**config.mk**
```make
export PLATFORM = sky130hd
export DESIGN_NAME = fp_subtractor
export DESIGN_NICKNAME = d
export VERILOG_FILES = /design/src/rtl/fp_pkg.sv /design/src/rtl/fp_range_sat.sv /design/src/rtl/fp_subtractor.sv
export SDC_FILE = /design/constraint.sdc
export NUM_CORES = 1
export LEC_CHECK = 0
export BUFFER_PORTS_ARGS = -buffer_cell sky130_fd_sc_hd__buf_2
export CAP_MARGIN = 25
export CORE_MARGIN = 5
export CORE_UTILIZATION = 53
export CTS_CLUSTER_SIZE = 30
export DETAILED_ROUTE_END_ITERATION = 8
export PLACE_DENSITY = 0.8
export SYNTH_ARGS = -nofsm -noshare
export SYNTH_HDL_FRONTEND = slang
export SYNTH_SLANG_ARGS = --single-unit
```
**constraint.sdc**
```tcl
create_clock -name clk -period 1.9 [get_ports clk]
set_input_delay 0.38 -clock clk [delete_from_list [all_inputs] [get_ports clk]]
set_output_delay 0.38 -clock clk [all_outputs]
set_load 0.02 [all_outputs]
```
**src/rtl/fp_pkg.sv**
```systemverilog
// Shared definitions for the signed fixed-point Qm.n datapath (fp_adder, fp_subtractor).
// No logic: default word format plus the representable range of a W-bit signed word.
// The range helpers are constant functions usable in localparam expressions.
package fp_pkg;

    localparam int FP_W_LEN   = 16;
    localparam int FP_W_FRACT = 14;

    // Largest positive value of a w-bit two's-complement word.
    function automatic logic signed [63:0] fp_max(input int w);
        return (64'sd1 <<< (w - 1)) - 64'sd1;
    endfunction

    // Most negative value of a w-bit two's-complement word.
    function automatic logic signed [63:0] fp_min(input int w);
        return -(64'sd1 <<< (w - 1));
    endfunction

endpackage

```
**src/rtl/fp_range_sat.sv**
```systemverilog
// Range check of a W_len+1 bit signed value into W_len bits, with wrap or saturation.
// Latency: combinational. Backpressure: none (pure function of d).
// Build option FP_SUB_SATURATE_EN: clamp out-of-range results; otherwise wrap.
module fp_range_sat
    import fp_pkg::*;
#(
    parameter int W_len = FP_W_LEN
) (
    input  logic signed [W_len:0]   d,
    output logic        [W_len-1:0] result,
    output logic                    overflow,
    output logic                    underflow
);

    localparam logic signed [W_len:0] D_MAX = (W_len + 1)'(fp_max(W_len));
    localparam logic signed [W_len:0] D_MIN = (W_len + 1)'(fp_min(W_len));

    // Flags are reported the same way whether or not the result is clamped.
    always_comb begin
        overflow  = (d > D_MAX);
        underflow = (d < D_MIN);
    end

`ifdef FP_SUB_SATURATE_EN
    localparam logic [W_len-1:0] SAT_MAX = W_len'(fp_max(W_len));
    localparam logic [W_len-1:0] SAT_MIN = W_len'(fp_min(W_len));

    // Clamp to the nearest representable value when out of range.
    always_comb begin
        result = d[W_len-1:0];
        if (overflow) begin
            result = SAT_MAX;
        end else if (underflow) begin
            result = SAT_MIN;
        end
    end
`else
    // Two's-complement wrap: keep the low W_len bits.
    always_comb begin
        result = d[W_len-1:0];
    end
`endif

endmodule

```
**src/rtl/fp_subtractor.sv**
```systemverilog
// Pipelined signed fixed-point subtractor diff = a - b with range flags and sticky status.
// Latency 2 cycles, 1 result/cycle; in_ready is combinational from out_ready, no bubbles.
// Backpressure: outputs hold while out_ready=0; in_ready drops once both stages are held.
// Build option FP_SUB_SATURATE_EN selects saturation instead of wrap (see fp_range_sat).
module fp_subtractor
    import fp_pkg::*;
#(
    parameter int W_len   = FP_W_LEN,
    parameter int W_fract = FP_W_FRACT
) (
    input  logic             clk,
    input  logic             reset,
    input  logic [W_len-1:0] a,
    input  logic [W_len-1:0] b,
    input  logic             in_valid,
    output logic             in_ready,
    output logic [W_len-1:0] diff,
    output logic             out_valid,
    input  logic             out_ready,
    output logic             overflow,
    output logic             underflow,
    output logic             ovf_sticky,
    output logic             udf_sticky,
    input  logic             flag_clr
);

    // W_fract only documents the binary point; both operands share it so the
    // arithmetic ignores it. Reject formats that cannot exist.
    if ((W_fract < 0) || (W_fract >= W_len)) begin : g_bad_format
        $error("fp_subtractor: W_fract must lie in [0, W_len-1]");
    end

    logic                   s1_valid;
    logic signed [W_len:0]  s1_d;
    logic                   s1_advance;
    logic                   in_xfer;
    logic                   out_xfer;
    logic [W_len-1:0]       rng_result;
    logic                   rng_ovf;
    logic                   rng_udf;

    assign out_xfer   = out_valid && out_ready;
    assign s1_advance = s1_valid && (!out_valid || out_ready);
    assign in_ready   = !s1_valid || s1_advance;
    assign in_xfer    = in_valid && in_ready;

    // Stage 1: full-precision difference, one extra bit so it can never wrap.
    always_ff @(posedge clk or posedge reset) begin
        if (reset) begin
            s1_valid <= 1'b0;
            s1_d     <= '0;
        end else if (in_xfer) begin
            s1_valid <= 1'b1;
            s1_d     <= {a[W_len-1], a} - {b[W_len-1], b};
        end else if (s1_advance) begin
            s1_valid <= 1'b0;
        end
    end

    fp_range_sat #(
        .W_len (W_len)
    ) u_range (
        .d         (s1_d),
        .result    (rng_result),
        .overflow  (rng_ovf),
        .underflow (rng_udf)
    );

    // Stage 2: registered formatted result; holds while the consumer stalls.
    always_ff @(posedge clk or posedge reset) begin
        if (reset) begin
            out_valid <= 1'b0;
            diff      <= '0;
            overflow  <= 1'b0;
            underflow <= 1'b0;
        end else if (s1_advance) begin
            out_valid <= 1'b1;
            diff      <= rng_result;
            overflow  <= rng_ovf;
            underflow <= rng_udf;
        end else if (out_xfer) begin
            out_valid <= 1'b0;
        end
    end

    // Sticky status: set only by flagged transfers; a same-cycle set beats flag_clr.
    always_ff @(posedge clk or posedge reset) begin
        if (reset) begin
            ovf_sticky <= 1'b0;
            udf_sticky <= 1'b0;
        end else begin
            ovf_sticky <= (ovf_sticky && !flag_clr) || (out_xfer && overflow);
            udf_sticky <= (udf_sticky && !flag_clr) || (out_xfer && underflow);
        end
    end

endmodule

```
==> impl_metrics.env, run 1 <==
export IMPL_status="finished, final reports clean"
export IMPL_min_delay_path_class="primary input to asynchronous set/reset pin"
export IMPL_rsz0062_at_grt="false"
export IMPL_grt_pass1_vias=1878
export IMPL_synth_largest_area_cell="dfrtp_1"
export IMPL_endpoint_kind="flop"
export IMPL_max_stage_delay_ns=0.51
export IMPL_fin_nets=380
export IMPL_worst_pin_slew_ns=0.464
export IMPL_area_growth_pct=27.4
export IMPL_power_density_nw_per_um2=903
export IMPL_antenna_found_initial=0
export IMPL_clk_path_buf_depth=2
export IMPL_crit_family="simple AND/OR/NAND/NOR gates"
export IMPL_drt_vias_per_instance=5.35
export IMPL_dieArea_sq_um=5820
export IMPL_cts_setup_buffers=0
export IMPL_synth_edff_count=0
export IMPL_drc=0
export IMPL_cts_repair_resized=0
export IMPL_setup_viol=0
export IMPL_hpwl_mm=3.90
export IMPL_grt_start_max_net_pins=40
export IMPL_routedWlPerCell_um=12.8
export IMPL_ant_nets=0
export IMPL_path_clk_slew_ns=0.07
export IMPL_fin_hold_ws_ns=0.190
export IMPL_die_h_um=76.3
export IMPL_nFillCells=358
export IMPL_core_area_sq_um=4320
export IMPL_finalWirelength_mm=4.86
export IMPL_antenna_cells=0
export IMPL_worst_path_max_fanout=4
export IMPL_synth_seq_area_share_pct=41.9
export IMPL_grt_overflow_total=0
export IMPL_async_flop_share_pct=100
export IMPL_ys_ff_latch=39
export IMPL_tritoncts="built"
export IMPL_synth_area_leaders="dfrtp_1 (42%), ha_1 (8.6%), mux2_2 (7.7%), nand2_1 (4.7%), inv_1 (3.5%)"
export IMPL_numCtsBuffers=5
export IMPL_drt_iter0_drc=107
export IMPL_drt_pass1_iter_count=4
export IMPL_rows=24
export IMPL_cts_hold_buffers=0
export IMPL_timing_rr_start="out_valid$_DFFE_PP0P_"
export IMPL_worstPathRequired_ns=2.13
export IMPL_syn_nets=298
export IMPL_ctsHtreeMaxLevel=2
export IMPL_syn_area_sq_um=2330
export IMPL_cp_cell_sequence="buf_2 > inv_1 > ha_1 > nor2b_1 > o31a_1 > o21ai_0 > or4_1 > nand3_1"
export IMPL_fin_cells=379
export IMPL_ys_types=45
export IMPL_crit_type="primary input to flop"
export IMPL_clock_fmax_ghz=0.556
export IMPL_ys_flop_type="dfrtp_1"
export IMPL_start_util_pct=53.9
export IMPL_io_pins=59
export IMPL_finalCritPeriodShare_pct=94.7
export IMPL_num_vias=2028
export IMPL_p_total_mw=2.68
export IMPL_maxCapViolations=0
export IMPL_die_w_um=76.3
export IMPL_finalSetupTns_ns=0
export IMPL_clock_sinks=39
export IMPL_syn_avg_cell_area_sq_um=9.55
export IMPL_cp_start_kind="primary input"
export IMPL_final_setup_skew_ns=0.00281
export IMPL_worst_path_max_delay_cell="or4_1"
export IMPL_path_buf_inv=2
export IMPL_port_buffers=58
export IMPL_drive_gt1_share_pct=35.2
export IMPL_critPathLaunch="b[1]"
export IMPL_gp_congestion=0.818
export IMPL_arrival_ns=2.02
export IMPL_ir_worst_vdd_uv=361
export IMPL_synth_warnings=0
export IMPL_syn_inst=244
export IMPL_grt_usage_pct=17.2
export IMPL_synth_top_cell_area_share_pct=41.9
export IMPL_clk_latency_ns=0.29
export IMPL_slew_violations=0
export IMPL_hold_viol_final=0
export IMPL_dp_cells=371
export IMPL_root_buffer="clkbuf_8"
export IMPL_p_leak_nw=1.52
export IMPL_grt_pass1_wl_mm=8.42
export IMPL_min_period_ns=1.80
export IMPL_slew_headroom_pct=69.1
flip-flops by register name, indices dropped and copies added, names as in the netlist:
register,count
s1_valid,1
diff,16
ovf_sticky,1
out_valid,1
underflow,1
udf_sticky,1
s1_d,17
overflow,1
worst register-to-register path: stages (launching register included):
cell,delay (ns)
dfrtp_1,0.42
nand3b_1,0.16
nand2_1,0.16
buf_12,0.20
or4_1,0.51
nand3_1,0.09
kinds of logic (layout without fill, tap and decap cells):
group	after synthesis	after routing	share of synthesized area, %
XOR/XNOR	4	4	1.50
AND/OR/NAND/NOR	73	73	15.8
multiplexers	16	16	7.73
flip-flops	39	39	41.9
AO/OA/AOI/OAI	64	64	18.3
buffers and inverters	31	114	5.37
adder cells (fa/ha/maj)	17	17	9.45
synth_stat cells, types with 2 or more instances:
cell type and instances:
a211o_1 6, a21oi_1 16, a221oi_1 3, buf_4 2, clkbuf_1 5, dfrtp_1 39
ha_1 16, inv_1 22, mux2_2 16, nand2_1 29, nand2b_1 7, nand3_1 10
nand3b_1 2, nand4_1 2, nor2_1 7, nor2b_1 2, nor3_1 5, o211a_1 2
o211ai_1 2, o21a_1 5, o21ai_0 15, o31a_1 2, o31ai_1 5, xor2_1 3
layer usage:
metal	GRT usage, %	wire length [um]	vias to the layer above	part of all wire, %
met5	0	0	-	0
met1	25.0	2320	913	48
met3	2.96	289	9	5.9
met2	25.7	2190	71	45
li1	-	-	1035	-
met4	6.12	63	0	1.3
final timing paths:
check / to / slack [ns] / cells after the start
worst max-delay path: s1_d[11]$_DFFE_PP0P_ / 0.10 / 8
worst min-delay path: diff[2]$_DFFE_PP0P_ / 0.19 / 3
worst max register to register: s1_d[11]$_DFFE_PP0P_ / 0.30 / 5
worst min register to register: s1_d[4]$_DFFE_PP0P_ / 0.48 / 2
max in group asynchronous: underflow$_DFFE_PP0P_ / 1.38 / 3
min in group clk: ovf_sticky$_DFF_PP0_ / 0.29 / 2
power breakdown:
part	total [mW]	switching, mW	internal, mW
Combinational	0.944	0.520	0.424
Clock	0.592	0.262	0.331
Sequential	1.15	0.109	1.04
stage by stage:
stage                     worst slack (ns)  util [%]  cell area (sq um)
after floorplan                     -0.102         -               2350
after global placement              -0.129      66.3               2870
after detailed placement            -0.208      66.3               2870
after CTS                           0.0871      68.6               2970
after global routing                0.0275      68.7               2970
final                                0.102      68.7               2970
placed cells by master (no fill, tap or decap), drive strengths merged, types with 2 or more instances in the layout:
| master | count |
|---|---|
| and3 | 2 |
| o21a | 5 |
| a211o | 6 |
| o211ai | 2 |
| dfrtp | 39 |
| o211a | 2 |
| nor2 | 7 |
| nand3b | 2 |
| inv | 22 |
| mux2 | 16 |
| nand3 | 10 |
| o31a | 2 |
| nand2b | 7 |
| ha | 16 |
| o31ai | 5 |
| clkbuf | 8 |
| nand4 | 2 |
| buf | 84 |
| nor2b | 2 |
| o21ai | 15 |
| a21oi | 16 |
| nor3 | 5 |
| a221oi | 3 |
| xor2 | 3 |
| nand2 | 29 |
cell type report:
type / instances / area [sq um] / area share, %
clock buffer: 8 / 100 / 3.37
inverter: 22 / 82.6 / 2.78
multi-input combinational: 174 / 1250 / 42.0
sequential: 39 / 976 / 32.9
tap: 52 / 65.1 / 2.19
timing repair buffer: 84 / 498 / 16.8
(Power assumes the default switching activity.)
==> run 2, diff against run 1 <==
clock period = 2.02 ns   (was 1.9 ns; I/O delays follow)
==> run 2 against run 1 <==
  * Final cell count shrank 0.26%
  * Die area stayed put
  * Highest routed layer unchanged
  * Critical path type unchanged
  * Combinational power shrank 6.5%
  * Total power rose by 1.3%
==> impl_metrics.env, run 2 (same netlist as run 1, synthesis figures left out) <==
export IMPL_utilization_pct=68.6
export IMPL_clock_sinks=39
export IMPL_drt_pass1_iter_count=4
export IMPL_layout_common_cells="buf_2 (58), dfrtp_1 (39), nand2_1 (29)"
export IMPL_ant_nets=0
export IMPL_p_total_mw=2.72
export IMPL_min_delay_path_class="primary input to asynchronous set/reset pin"
export IMPL_cts_hold_buffers=0
export IMPL_fin_nets=379
export IMPL_p_sw_mw=0.857
export IMPL_area_growth_pct=27.2
export IMPL_hold_viol_final=0
export IMPL_worstPathRequired_ns=2.22
export IMPL_largest_reg_flops=17
export IMPL_drt_vias_per_instance=5.44
export IMPL_grt_pass1_vias=1983
export IMPL_final_setup_skew_ns=0.00415
export IMPL_path_buf_inv=2
export IMPL_layout_commonest_cell="buf_2"
export IMPL_slew_violations=0
export IMPL_gp_congestion=0.854
export IMPL_numCtsBuffers=5
export IMPL_min_period_ns=1.81
export IMPL_drc=0
export IMPL_path_clk_slew_ns=0.07
export IMPL_clk_latency_ns=0.29
export IMPL_drive_gt1_share_pct=33.7
export IMPL_antenna_found_initial=0
export IMPL_rows=24
export IMPL_clock_fmax_ghz=0.552
export IMPL_p_seq_share_pct=39.8
export IMPL_worst_pin_slew_ns=0.494
export IMPL_slew_headroom_pct=66.7
export IMPL_dieArea_sq_um=5820
export IMPL_antenna_cells=0
export IMPL_drt_iter0_drc=128
export IMPL_cts_setup_buffers=0
export IMPL_port_buffers=58
export IMPL_num_vias=2058
export IMPL_combPwrFrac_pct=32.5
export IMPL_grt_overflow_total=0
export IMPL_finalCritPeriodShare_pct=89.7
export IMPL_clk_path_buf_depth=2
export IMPL_cp_start_kind="primary input"
export IMPL_largest_register="s1_d"
export IMPL_die_w_um=76.3
export IMPL_reg_largest_list="s1_d: 17 flops, diff: 16 flops"
export IMPL_io_pins=59
export IMPL_rsz0062_at_grt="false"
export IMPL_p_int_mw=1.86
export IMPL_max_stage_delay_ns=0.38
export IMPL_tritoncts="built"
export IMPL_core_area_sq_um=4320
export IMPL_routedWlPerCell_um=13.6
export IMPL_clockPowerShare_pct=27.7
export IMPL_endpoint_kind="flop"
export IMPL_start_util_pct=53.9
export IMPL_crit_type="primary input to flop"
export IMPL_root_buffer="clkbuf_8"
export IMPL_maxCapViolations=0
export IMPL_swShare_pct=31.5
export IMPL_p_leak_nw=1.52
export IMPL_grt_usage_pct=18.3
export IMPL_cp_cell_sequence="buf_2 > inv_1 > ha_1 > fa_1 > nand2b_1 > a21oi_1 > o21a_2 > a311oi_1 > o31ai_1"
export IMPL_grt_start_max_net_pins=40
export IMPL_power_density_nw_per_um2=917
export IMPL_hpwl_mm=4.07
export IMPL_die_h_um=76.3
export IMPL_worst_path_max_delay_cell="fa_1"
export IMPL_grt_pass1_wl_mm=8.93
export IMPL_worst_path_max_fanout=7
export IMPL_arrival_ns=2.01
export IMPL_setup_viol=0
export IMPL_status="finished, final reports clean"
export IMPL_crit_family="compound AO/OA/AOI/OAI gates"
export IMPL_finalWirelength_mm=5.13
export IMPL_ctsHtreeMaxLevel=2
export IMPL_ir_worst_vdd_uv=507
-- run 2: layout make-up --
class	instances	area, sq um
clock inverter	2	60.1
tap	52	65.1
inverter	22	82.6
multi-input combinational	174	1230
fill	356	1360
sequential	39	976
timing repair buffer	83	478
clock buffer	6	72.6
-- run 2: worst min-delay path: stages --
cell and delay (ns):
buf_2 0.09, inv_1 0.04, buf_4 0.40
-- run 2: routing by layer --
| metal | GRT usage [%] | routed length [um] |
|---|---|---|
| met4 | 6.47 | 61 |
| met3 | 4.37 | 351 |
| met2 | 30.0 | 2430 |
| met5 | 0 | 0 |
| met1 | 23.6 | 2290 |
-- run 2: timing repair --
item / 4_1_cts / 5_1_grt
hold endpoints to repair: 0 / 0
resized for setup: 0 / 2
setup endpoints to repair: 0 / 3
-- run 2: power by group through the flow --
stage / registers (mW) / logic (mW) / clock network, mW
final: 1.08 / 0.883 / 0.753
after global routing: 1.11 / 0.971 / 0.807
after CTS: 1.08 / 0.892 / 0.768
after detailed placement: 1.10 / 0.884 / 0
after global placement: 1.09 / 0.856 / 0
after floorplan: 1.23 / 0.421 / 0
-- run 2: worst paths after layout --
path                                             from              endpoint  slack [ns]  cells after the start
max in group asynchronous                       reset   diff[3]$_DFFE_PP0P_        1.47                      3
worst min-delay path                            reset   diff[6]$_DFFE_PP0P_        0.22                      3
worst min register to register    s1_d[1]$_DFFE_PP0P_   s1_d[1]$_DFFE_PP0P_        0.47                      2
worst max-delay path                             a[0]  s1_d[14]$_DFFE_PP0P_        0.21                      9
worst max register to register  out_valid$_DFFE_PP0P_  s1_d[16]$_DFFE_PP0P_        0.48                      4
min in group clk                             flag_clr  ovf_sticky$_DFF_PP0_        0.31                      2
-- run 2: metrics by stage --
step | cells | instance area [sq um] | setup slack, ns | hold WS [ns] | setup TNS (ns)
6_report | 378 | 2970 | 0.208 | 0.216 | 0
5_1_grt | 378 | 2970 | 0.0147 | 0.275 | 0
4_1_cts | 378 | 2960 | 0.0657 | 0.228 | 0
3_5_place_dp | 370 | 2830 | -0.239 | 0.466 | -0.976
3_3_place_gp | 370 | 2830 | -0.136 | 0.457 | -0.563
2_1_floorplan | 244 | 2340 | -0.00582 | 0.445 | -0.00582
